==> src/rtl/bus_pkg.sv <==
// Shared serial-bus definitions: default field widths and port state encodings,
// so that master and slave ports agree on both.
package bus_pkg;

  localparam int ADDR_W_DEF  = 12;
  localparam int DATA_W_DEF  = 8;
  localparam int BURST_W_DEF = 13;

  typedef enum logic [2:0] {
    ST_IDLE    = 3'd0,
    ST_RX_HDR  = 3'd1,
    ST_RX_DATA = 3'd2,
    ST_MEM_WR  = 3'd3,
    ST_MEM_RD  = 3'd4,
    ST_TX_DATA = 3'd5
  } bus_state_e;

  function automatic int max_int(input int a, input int b);
    return (a > b) ? a : b;
  endfunction

endpackage

==> src/rtl/serial_shifter.sv <==
// LSB-first serial shifter: shift-in enters at the MSB and moves toward bit 0,
// shift-out is bit 0. Parallel load takes priority over shifting; with neither
// enable set the contents hold.
module serial_shifter #(
  parameter int WIDTH = 8
) (
  input  logic             clk,
  input  logic             reset,
  input  logic             load_en,
  input  logic [WIDTH-1:0] load_data,
  input  logic             shift_en,
  input  logic             sin,
  output logic [WIDTH-1:0] q,
  output logic             sout
);

  // load, shift right, or hold
  always_ff @(posedge clk) begin
    if (reset)         q <= '0;
    else if (load_en)  q <= load_data;
    else if (shift_en) q <= {sin, q[WIDTH-1:1]};
  end

  assign sout = q[0];

endmodule

==> src/rtl/slave_port.sv <==
// Serial-bus slave endpoint: deserialises header and write data, issues
// memory strobes, and serialises read data back to the master.
module slave_port
  import bus_pkg::*;
#(
  parameter int ADDR_WIDTH  = ADDR_W_DEF,
  parameter int DATA_WIDTH  = DATA_W_DEF,
  parameter int BURST_WIDTH = BURST_W_DEF
) (
  input  logic                  clk,
  input  logic                  reset,
  input  logic                  slave_select,
  input  logic                  master_valid,
  input  logic                  write_en,
  input  logic                  read_en,
  input  logic                  rx_address,
  input  logic                  rx_burst_number,
  input  logic                  rx_data,
  input  logic                  master_ready,
  output logic                  slave_ready,
  output logic                  slave_valid,
  output logic                  tx_data,
  output logic                  slave_tx_done,
  output logic                  rx_done,
  output logic                  busy,
  output logic [ADDR_WIDTH-1:0] mem_address,
  output logic [DATA_WIDTH-1:0] mem_wdata,
  output logic                  mem_write,
  output logic                  mem_read,
  input  logic [DATA_WIDTH-1:0] mem_rdata,
  input  logic                  mem_rvalid
);

  localparam int HDR_LEN = max_int(ADDR_WIDTH, BURST_WIDTH);
  localparam int CNT_W   = $clog2(max_int(HDR_LEN, DATA_WIDTH) + 1);

  bus_state_e state, nxt_state;

  logic [CNT_W-1:0]       cnt;       // bit index within header / data byte / tx byte
  logic [BURST_WIDTH-1:0] beat;
  logic                   is_read;
  logic                   rd_wait;   // MEM_RD: strobe issued, waiting for mem_rvalid
  logic                   tx_done_q;

  logic [ADDR_WIDTH-1:0]  addr_q;
  logic [BURST_WIDTH-1:0] burst_q;
  logic [DATA_WIDTH-1:0]  wdata_q;
  logic [DATA_WIDTH-1:0]  tx_par_unused;
  logic                   addr_sout_unused, burst_sout_unused, wdata_sout_unused;
  logic                   tx_bit;

  logic accept, start, abort, hdr_last, data_last, tx_xfer, tx_last, last_beat;

  assign accept    = slave_ready && master_valid;
  assign start     = (state == ST_IDLE) && slave_select && master_valid && (write_en ^ read_en);
  assign abort     = (state != ST_IDLE) && !slave_select;
  assign hdr_last  = (state == ST_RX_HDR) && accept && (cnt == CNT_W'(HDR_LEN - 1));
  assign data_last = (state == ST_RX_DATA) && accept && (cnt == CNT_W'(DATA_WIDTH - 1));
  assign tx_xfer   = (state == ST_TX_DATA) && master_ready;
  assign tx_last   = tx_xfer && (cnt == CNT_W'(DATA_WIDTH - 1));
  assign last_beat = (beat == burst_q);

  // header fields: bit 0 arrives on the start cycle, surplus bits of the
  // shorter field are simply not shifted in
  serial_shifter #(.WIDTH(ADDR_WIDTH)) u_addr (
    .clk(clk), .reset(reset), .load_en(1'b0), .load_data('0),
    .shift_en(start || ((state == ST_RX_HDR) && accept && (int'(cnt) < ADDR_WIDTH))),
    .sin(rx_address), .q(addr_q), .sout(addr_sout_unused)
  );

  serial_shifter #(.WIDTH(BURST_WIDTH)) u_burst (
    .clk(clk), .reset(reset), .load_en(1'b0), .load_data('0),
    .shift_en(start || ((state == ST_RX_HDR) && accept && (int'(cnt) < BURST_WIDTH))),
    .sin(rx_burst_number), .q(burst_q), .sout(burst_sout_unused)
  );

  serial_shifter #(.WIDTH(DATA_WIDTH)) u_wdata (
    .clk(clk), .reset(reset), .load_en(1'b0), .load_data('0),
    .shift_en((state == ST_RX_DATA) && accept),
    .sin(rx_data), .q(wdata_q), .sout(wdata_sout_unused)
  );

  serial_shifter #(.WIDTH(DATA_WIDTH)) u_tx (
    .clk(clk), .reset(reset),
    .load_en((state == ST_MEM_RD) && rd_wait && mem_rvalid && !abort),
    .load_data(mem_rdata),
    .shift_en(tx_xfer), .sin(1'b0), .q(tx_par_unused), .sout(tx_bit)
  );

  // state register
  always_ff @(posedge clk) begin
    if (reset) state <= ST_IDLE;
    else       state <= nxt_state;
  end

  // next-state logic; abort on slave_select loss overrides every transition
  always_comb begin
    nxt_state = state;
    if (abort) begin
      nxt_state = ST_IDLE;
    end else begin
      case (state)
        ST_IDLE:    if (start) nxt_state = ST_RX_HDR;
        ST_RX_HDR:  if (hdr_last) nxt_state = is_read ? ST_MEM_RD : ST_RX_DATA;
        ST_RX_DATA: if (data_last) nxt_state = ST_MEM_WR;
        ST_MEM_WR:  nxt_state = last_beat ? ST_IDLE : ST_RX_DATA;
        ST_MEM_RD:  if (rd_wait && mem_rvalid) nxt_state = ST_TX_DATA;
        ST_TX_DATA: if (tx_last) nxt_state = last_beat ? ST_IDLE : ST_MEM_RD;
        default:    nxt_state = ST_IDLE;
      endcase
    end
  end

  // counters, direction latch and read handshake tracking
  always_ff @(posedge clk) begin
    if (reset) begin
      cnt       <= '0;
      beat      <= '0;
      is_read   <= 1'b0;
      rd_wait   <= 1'b0;
      tx_done_q <= 1'b0;
    end else begin
      tx_done_q <= !abort && tx_last && last_beat;
      if (abort) begin
        cnt     <= '0;
        beat    <= '0;
        rd_wait <= 1'b0;
      end else begin
        case (state)
          ST_IDLE: if (start) begin
            cnt     <= CNT_W'(1);
            beat    <= '0;
            is_read <= read_en;
            rd_wait <= 1'b0;
          end
          ST_RX_HDR:  if (accept) cnt <= hdr_last ? '0 : cnt + CNT_W'(1);
          ST_RX_DATA: if (accept) cnt <= data_last ? '0 : cnt + CNT_W'(1);
          ST_MEM_WR:  if (!last_beat) beat <= beat + BURST_WIDTH'(1);
          ST_MEM_RD: begin
            if (!rd_wait)        rd_wait <= 1'b1;
            else if (mem_rvalid) rd_wait <= 1'b0;
          end
          ST_TX_DATA: if (tx_xfer) begin
            cnt <= tx_last ? '0 : cnt + CNT_W'(1);
            if (tx_last && !last_beat) beat <= beat + BURST_WIDTH'(1);
          end
          default: ;
        endcase
      end
    end
  end

  // outputs; strobes are gated by slave_select so an abort cycle issues nothing
  always_comb begin
    busy          = (state != ST_IDLE);
    slave_ready   = (state == ST_IDLE) || (state == ST_RX_HDR) || (state == ST_RX_DATA);
    slave_valid   = (state == ST_TX_DATA);
    tx_data       = (state == ST_TX_DATA) && tx_bit;
    mem_write     = (state == ST_MEM_WR) && slave_select;
    mem_read      = (state == ST_MEM_RD) && !rd_wait && slave_select;
    rx_done       = (state == ST_MEM_WR) && slave_select && last_beat;
    slave_tx_done = tx_done_q;
    mem_address   = '0;
    mem_wdata     = '0;
    if (mem_write || mem_read) mem_address = addr_q + ADDR_WIDTH'(beat);
    if (mem_write)             mem_wdata   = wdata_q;
  end

endmodule

==> config.mk <==
export PLATFORM = sky130hd
export DESIGN_NAME = slave_port
export DESIGN_NICKNAME = d
export VERILOG_FILES = /design/src/rtl/bus_pkg.sv /design/src/rtl/serial_shifter.sv /design/src/rtl/slave_port.sv
export SDC_FILE = /design/constraint.sdc
export NUM_CORES = 1
export LEC_CHECK = 0
export CORE_MARGIN = 1.5
export CORE_UTILIZATION = 50
export CTS_CLUSTER_DIAMETER = 60
export DETAILED_ROUTE_END_ITERATION = 10
export HOLD_SLACK_MARGIN = 0.1
export PLACE_DENSITY = 0.86
export SLEW_MARGIN = 20
export SYNTH_ARGS = -nofsm -noshare
export SYNTH_HDL_FRONTEND = slang
export SYNTH_SLANG_ARGS = --single-unit
==> constraint.sdc <==
create_clock -name clk -period 2.5 [get_ports clk]
set_clock_uncertainty 0.15 [all_clocks]
set_input_delay 0.5 -clock clk [delete_from_list [all_inputs] [get_ports clk]]
set_output_delay 0.5 -clock clk [all_outputs]
set_load 0.02 [all_outputs]
# After elaboration in Yosys (flattened, before gate mapping)

Index checks and enable logic that the tools add are counted.

Add/subtract/negate cells: 3
Magnitude comparators: 2
Eq/ne operators: 18
Multiplexer cells: 30
Bitwise operators: 2
Reduce and logical (&&, ||, !) cells: 46

Operators by type and width:

| kind                                                   | number |
|---|---|
| 2-to-1 mux 13 bit                                      | 4 |
| case mux 13 bit (3 select lines)                       | 1 |
| 2-to-1 mux 4 bit                                       | 7 |
| logical AND 1 bit                                      | 25 |
| 2-to-1 mux 8 bit                                       | 3 |
| 2-to-1 mux 3 bit                                       | 7 |
| case mux 3 bit (6 select lines)                        | 1 |
| case mux 4 bit (4 select lines)                        | 1 |
| AND reduction 5 bit                                    | 3 |
| inequality test 2 bit (second input constant)          | 7 |
| adder 13 x 1 -> 13 bit (second input constant)         | 1 |
| == test 13 bit                                         | 1 |
| adder 12 bit                                           | 1 |
| 2-to-1 mux 12 bit                                      | 1 |
| < comparator 4 bit (second input constant)             | 2 |
| == test 3 x 2 -> 1 bit (second input constant)         | 2 |
| == test 3 bit (second input constant)                  | 2 |
| inequality test 2 x 1 -> 1 bit (second input constant) | 3 |
| nonzero test 3 bit                                     | 2 |
| logical OR 1 bit                                       | 5 |
| adder 4 x 1 -> 4 bit (second input constant)           | 1 |
| == test 4 x 3 -> 1 bit (second input constant)         | 1 |
| == test 4 bit (second input constant)                  | 1 |
| zero test 1 bit                                        | 4 |
| 12 further kinds                                       | 15 |

Bits in registers: 64
Input bits: 19
Output and inout port bits: 28
Word-level logic and storage cells: 111

# Logic depth before layout (Yosys ltp)

Depth after elaboration: 9
Mapped depth: 9

# Modules after synthesis

Synthesis repeated with hierarchy kept, for this count alone.

Cell total of the unflattened synthesis: 477
Area total of the unflattened synthesis: 4292.9 um^2

By module, submodules not included:

| module                    | instances | cells each | area each (um^2) | sequential area each (um^2) |
|---|---|---|---|---|
| slave_port                | 1         | 292        | 2306.0           | 460.4 |
| serial_shifter (u_tx ...) | 2         | 36         | 376.6            | 160.2 |
| serial_shifter (u_burst)  | 1         | 59         | 623.1            | 260.2 |
| serial_shifter (u_addr)   | 1         | 54         | 610.6            | 240.2 |

# Worst setup path before layout

No wires, ideal clock.

Path type: register to output
Start: register beat[0]
End: output port mem_address[10]
Arrival: 2342 ps
Data required time: 1850 ps
Setup slack: -492 ps
Cell stages (with the launch flop): 10
Buffers on the path: 0
Cell sequence: dfxtp_1 -> ha_1 -> fa_1 -> a21o_1 -> a21oi_1 -> o21ai_0 -> a221oi_1 -> o21ai_0 -> xnor2_1 -> nor2_1

Cells in the longest elaborated chain, start to end: 2

Ends and longest elaborated chain:

| item                   | RTL line          | text |
|---|---|---|
| from (decl)            | slave_port.sv:40  | `logic [BURST_WIDTH-1:0] beat;` |
| from (signal assigned) | slave_port.sv:138 | `ST_MEM_WR: if (!last_beat) beat <= beat + BURST_WIDTH'(1);` |
| from (signal assigned) | slave_port.sv:145 | `if (tx_last && !last_beat) beat <= beat + BURST_WIDTH'(1);` |
| adder 12 bit           | slave_port.sv:165 | `if (mem_write \|\| mem_read) mem_address = addr_q + ADDR_WIDTH'(beat);` |
| 2-to-1 mux 12 bit      | slave_port.sv:165 |  |
| to (decl)              | slave_port.sv:26  | `output logic [ADDR_WIDTH-1:0] mem_address,` |

No other way between the ends.

# Final worst setup path

Start: register u_addr.q[0]
End: output port mem_address[8]

Cells in the longest elaborated chain, start to end: 2

Ends and longest elaborated chain:

| item                   | RTL line             | text |
|---|---|---|
| from (decl)            | serial_shifter.sv:13 | `output logic [WIDTH-1:0] q,` |
| from (signal assigned) | serial_shifter.sv:20 | `else if (load_en) q <= load_data;` |
| from (signal assigned) | serial_shifter.sv:21 | `else if (shift_en) q <= {sin, q[WIDTH-1:1]};` |
| adder 12 bit           | slave_port.sv:165    |  |
| 2-to-1 mux 12 bit      | slave_port.sv:165    |  |

No other way between the ends.

==> impl_metrics.tcl <==
set metrics [dict create \
    synth_async_sr_flop_share_pct 0 \
    mappedNetlistNets 447 \
    holdWs_ps 306 \
    p_int_uw 1930 \
    required_ps 1850 \
    switching_share_pct 31.6 \
    cpPeakStageDelay_ps 340 \
    yosys_warnings 0 \
    synth_cell_types 52 \
    relSlewSlack_pct 68.5 \
    finalWeightedCongestion 0.924 \
    grt_pass1_vias 3601 \
    die_h_um 87.0 \
    initialDrtViolationCount 213 \
    wirelength_um 10700 \
    fp.coreArea_sq_mm 0.00679 \
    clock_latency_ps 350 \
    status "finished, violations left" \
    drv_cap 0 \
    rsz0062_at_grt "yes" \
    final-hold-violation-count 0 \
    die-area_sq_mm 0.00758 \
    wire_per_inst_um 16.6 \
    cts_buffer_depth 2 \
    antenna_found_initial 0 \
    layout_setup_ws_ps -662 \
    critPathCaptureType "output port" \
    dp.cells 616 \
    timing.fmax_ghz 0.316 \
    sequentialPowerShare_pct 38.0 \
    power_switching_uw 890 \
    io_pins 47 \
    pwr_density_cell_mw_per_mm2 543 \
    clk_pin_slew_ps 70 \
    cts_inserted_buffers 9 \
    yosysSeqAreaShare_pct 36.3 \
    area_delta_synth_final_pct 47.1 \
    diodes 0 \
    p_leak_uw 0.00215 \
    num_rows 30 \
    ant_nets 0 \
    clock-sinks 64 \
    drcViolationCount 0 \
    cts_tree "done" \
    arrival_ps 2510 \
    viasPerCell 5.58 \
    slowest_stage "dfxtp_2" \
    peakVddDrop_mv 0.342 \
    route.vias.total 3583 \
    pwr-share-clk_pct 33.1 \
    crit_buf_inv 2 \
    place_ws_ps -663 \
    die_w_um 87.0 \
    min_period_over_period_pct 126 \
    avgSynthCellArea_sq_um 8.55 \
    track_usage_pct 27.8 \
    overflow 0 \
    ys_seq_elements 64 \
    critPathLaunchType "flip-flop" \
    synth_top_area_share_pct 36.3 \
    path_cells "ha_4 > fa_2 > a21o_1 > a21oi_2 > o21ai_2 > a221oi_2 > buf_4 > xor2_2 > nor2_2 > buf_6" \
    final_cells 642 \
    path_class "flip-flop to output port" \
    drt_pass1_iterations 5 \
    cts_root_buf "clkbuf_8" \
    fin_nets 575 \
    dpl.hpwl_um 6910 \
    worstMarginPinSlew_ps 468 \
    finalCriticalPeriod_ps 3160 \
    start_util_pct 52.0 \
    grt_first_pass_wirelength_um 16400 \
    drv_slew 0 \
    cts.htree.levels 3 \
    synth-edff-count 0 \
    synth.area.top_cells "dfxtp_1 (36%), mux2i_1 (10%), nor2_1 (7.5%)" \
    layout-drive-gt1-share_pct 33.3 \
    setup_viol 8 \
    worst_path_dominant_cell_family "compound AO/OA/AOI/OAI gates" \
    yosys.area.top_type "dfxtp_1" \
    hp-class "flip-flop to flip-flop" \
    synthCells 413 \
    synth_flop_cell "dfxtp_1" \
    final_cell_area_sq_mm 0.00519 \
    post_dp_cell_area_sq_mm 0.00474 \
    power_uw 2820 \
    power_frac_comb_pct 28.9 \
    grt_max_degree 43 \
    syn-cell-area_sq_mm 0.00353 \
    port_buffers 46 \
    crit_fanout 2 \
    violations "setup timing" \
]
[Yosys cell counts (2+ instances only)]
| library cell | count |
|---|---|
| nor2_1 | 71 |
| dfxtp_1 | 64 |
| mux2i_1 | 36 |
| a21oi_1 | 31 |
| nand2_1 | 22 |
| o21ai_0 | 18 |
| xnor2_1 | 16 |
| xor2_1 | 15 |
| ha_1 | 14 |
| clkbuf_1 | 12 |
| and2_1 | 11 |
| inv_1 | 11 |
| a22oi_1 | 8 |
| nand3_1 | 8 |
| or3_1 | 7 |
| nand4_1 | 6 |
| and3_1 | 5 |
| a21o_1 | 4 |
| o21bai_1 | 4 |
| buf_2 | 3 |
| buf_4 | 3 |
| nor2b_1 | 3 |
| nor3_1 | 3 |
| o31ai_1 | 3 |
| or4_1 | 3 |
| a31o_2 | 2 |
| nand2b_1 | 2 |
| nor3_2 | 2 |
| o21a_1 | 2 |
| o21ai_1 | 2 |
[cell type report]
type / count / area, sq um
Clock buffer: 11 / 151
Clock inverter: 5 / 55.1
Sequential cell: 64 / 1300
Fill cell: 441 / 1600
Timing Repair Buffer: 135 / 1160
Tap cell: 96 / 120
Inverter: 11 / 41.3
Multi-Input combinational cell: 320 / 2370
[what timing repair did]
| item | in CTS | in global routing |
|---|---|---|
| gates resized for setup | 98 | 26 |
| pin swaps | 22 | 29 |
| buffers inserted | 11 | 4 |
| endpoints found under the setup margin | 23 | 42 |
| hold buffers | 0 | 0 |
[worst reg2reg max path: cells and delay by family, from the launching register on]
| family | cells | cell delay (ps) |
|---|---|---|
| AO/OA/AOI/OAI | 3 | 610 |
| flip-flops | 1 | 370 |
| AND/OR/NAND/NOR | 3 | 550 |
| XOR/XNOR | 1 | 130 |
| buffers and inverters | 4 | 540 |
[cells in the final DEF (no fill, tap or decap), drive strengths merged, types with 2 or more instances in the layout]
master         netlist  layout
a21o                 4       4
a21oi               31      31
a22oi                8       8
a31o                 2       2
and2                12      12
and3                 6       6
buf                  6     101
clkbuf              12      11
clkdlybuf4s15        0       2
clkdlybuf4s50        0      20
clkinv               0       2
clkinvlp             0       2
dfxtp               64      64
dlygate4sd2          0      10
dlymetal6s2s         0       2
ha                  14      14
inv                 11      11
mux2i               36      36
nand2               22      22
nand2b               2       2
nand3                9       9
nand4                6       6
nor2                71      71
nor2b                3       3
nor3                 5       5
nor4                 2       2
o2111ai              2       2
o21a                 2       2
o21ai               21      21
o21bai               4       4
o31ai                3       3
or3                  7       7
or4                  3       3
xnor2               16      16
xor2                15      15
[cells by family after synthesis]
group	synth area share, %
AOI/OAI and AO/OA	15.9
xor gates and xnor gates	7.69
adders and majority gates	5.53
buffers and inverters	3.51
DFF	36.3
muxes	10.2
and+or+nand+nor	20.9
[power groups by stage]
stage                     Clock [uW]  Sequential, uW  Combinational, uW
final                            932            1070                815
after global routing             981            1080                864
after CTS                        936            1070                797
after detailed placement           0            1090                765
after global placement             0            1090                741
after floorplan                    0            1090                455
[sequential cells by signal (all words and copies together), names as in the netlist, 3 cells and up]
signal	flops
beat	13
u_burst.q	13
u_addr.q	12
u_tx.q	8
u_wdata.q	8
cnt	4
state	3
[path summary, 6_finish.rpt]
| kind | startpoint | endpoint | slack (ps) | cells past startpoint |
|---|---|---|---|---|
| worst max-delay path | u_addr.q[0]$_SDFFE_PP0P_ | mem_address[8] | -660 | 10 |
| worst min-delay path | u_tx.q[5]$_SDFFE_PP0P_ | u_tx.q[5]$_SDFFE_PP0P_ | 310 | 2 |
| worst max register to register | beat[1]$_SDFFE_PP0P_ | beat[10]$_SDFFE_PP0P_ | 100 | 11 |
| worst min register to register | u_tx.q[5]$_SDFFE_PP0P_ | u_tx.q[5]$_SDFFE_PP0P_ | 310 | 2 |
[per-stage QoR]
step / utilization, % / setup TNS, ps
2_1_floorplan: - / -201
3_3_place_gp: 69.8 / -10560
3_5_place_dp: 69.8 / -12850
4_1_cts: 74.8 / -3610
5_1_grt: 76.4 / -4610
6_report: 76.4 / -3770
[layer usage]
layer | global-route usage (%) | vias to the layer above | share of wire [%]
li1 | - | 1691 | -
met1 | 29.6 | 1707 | 39
met2 | 52.2 | 149 | 53
met3 | 5.97 | 36 | 5.3
met4 | 12.5 | 0 | 3.4
met5 | 0 | - | 0
No activity file was read; power rests on OpenSTA's default activity.
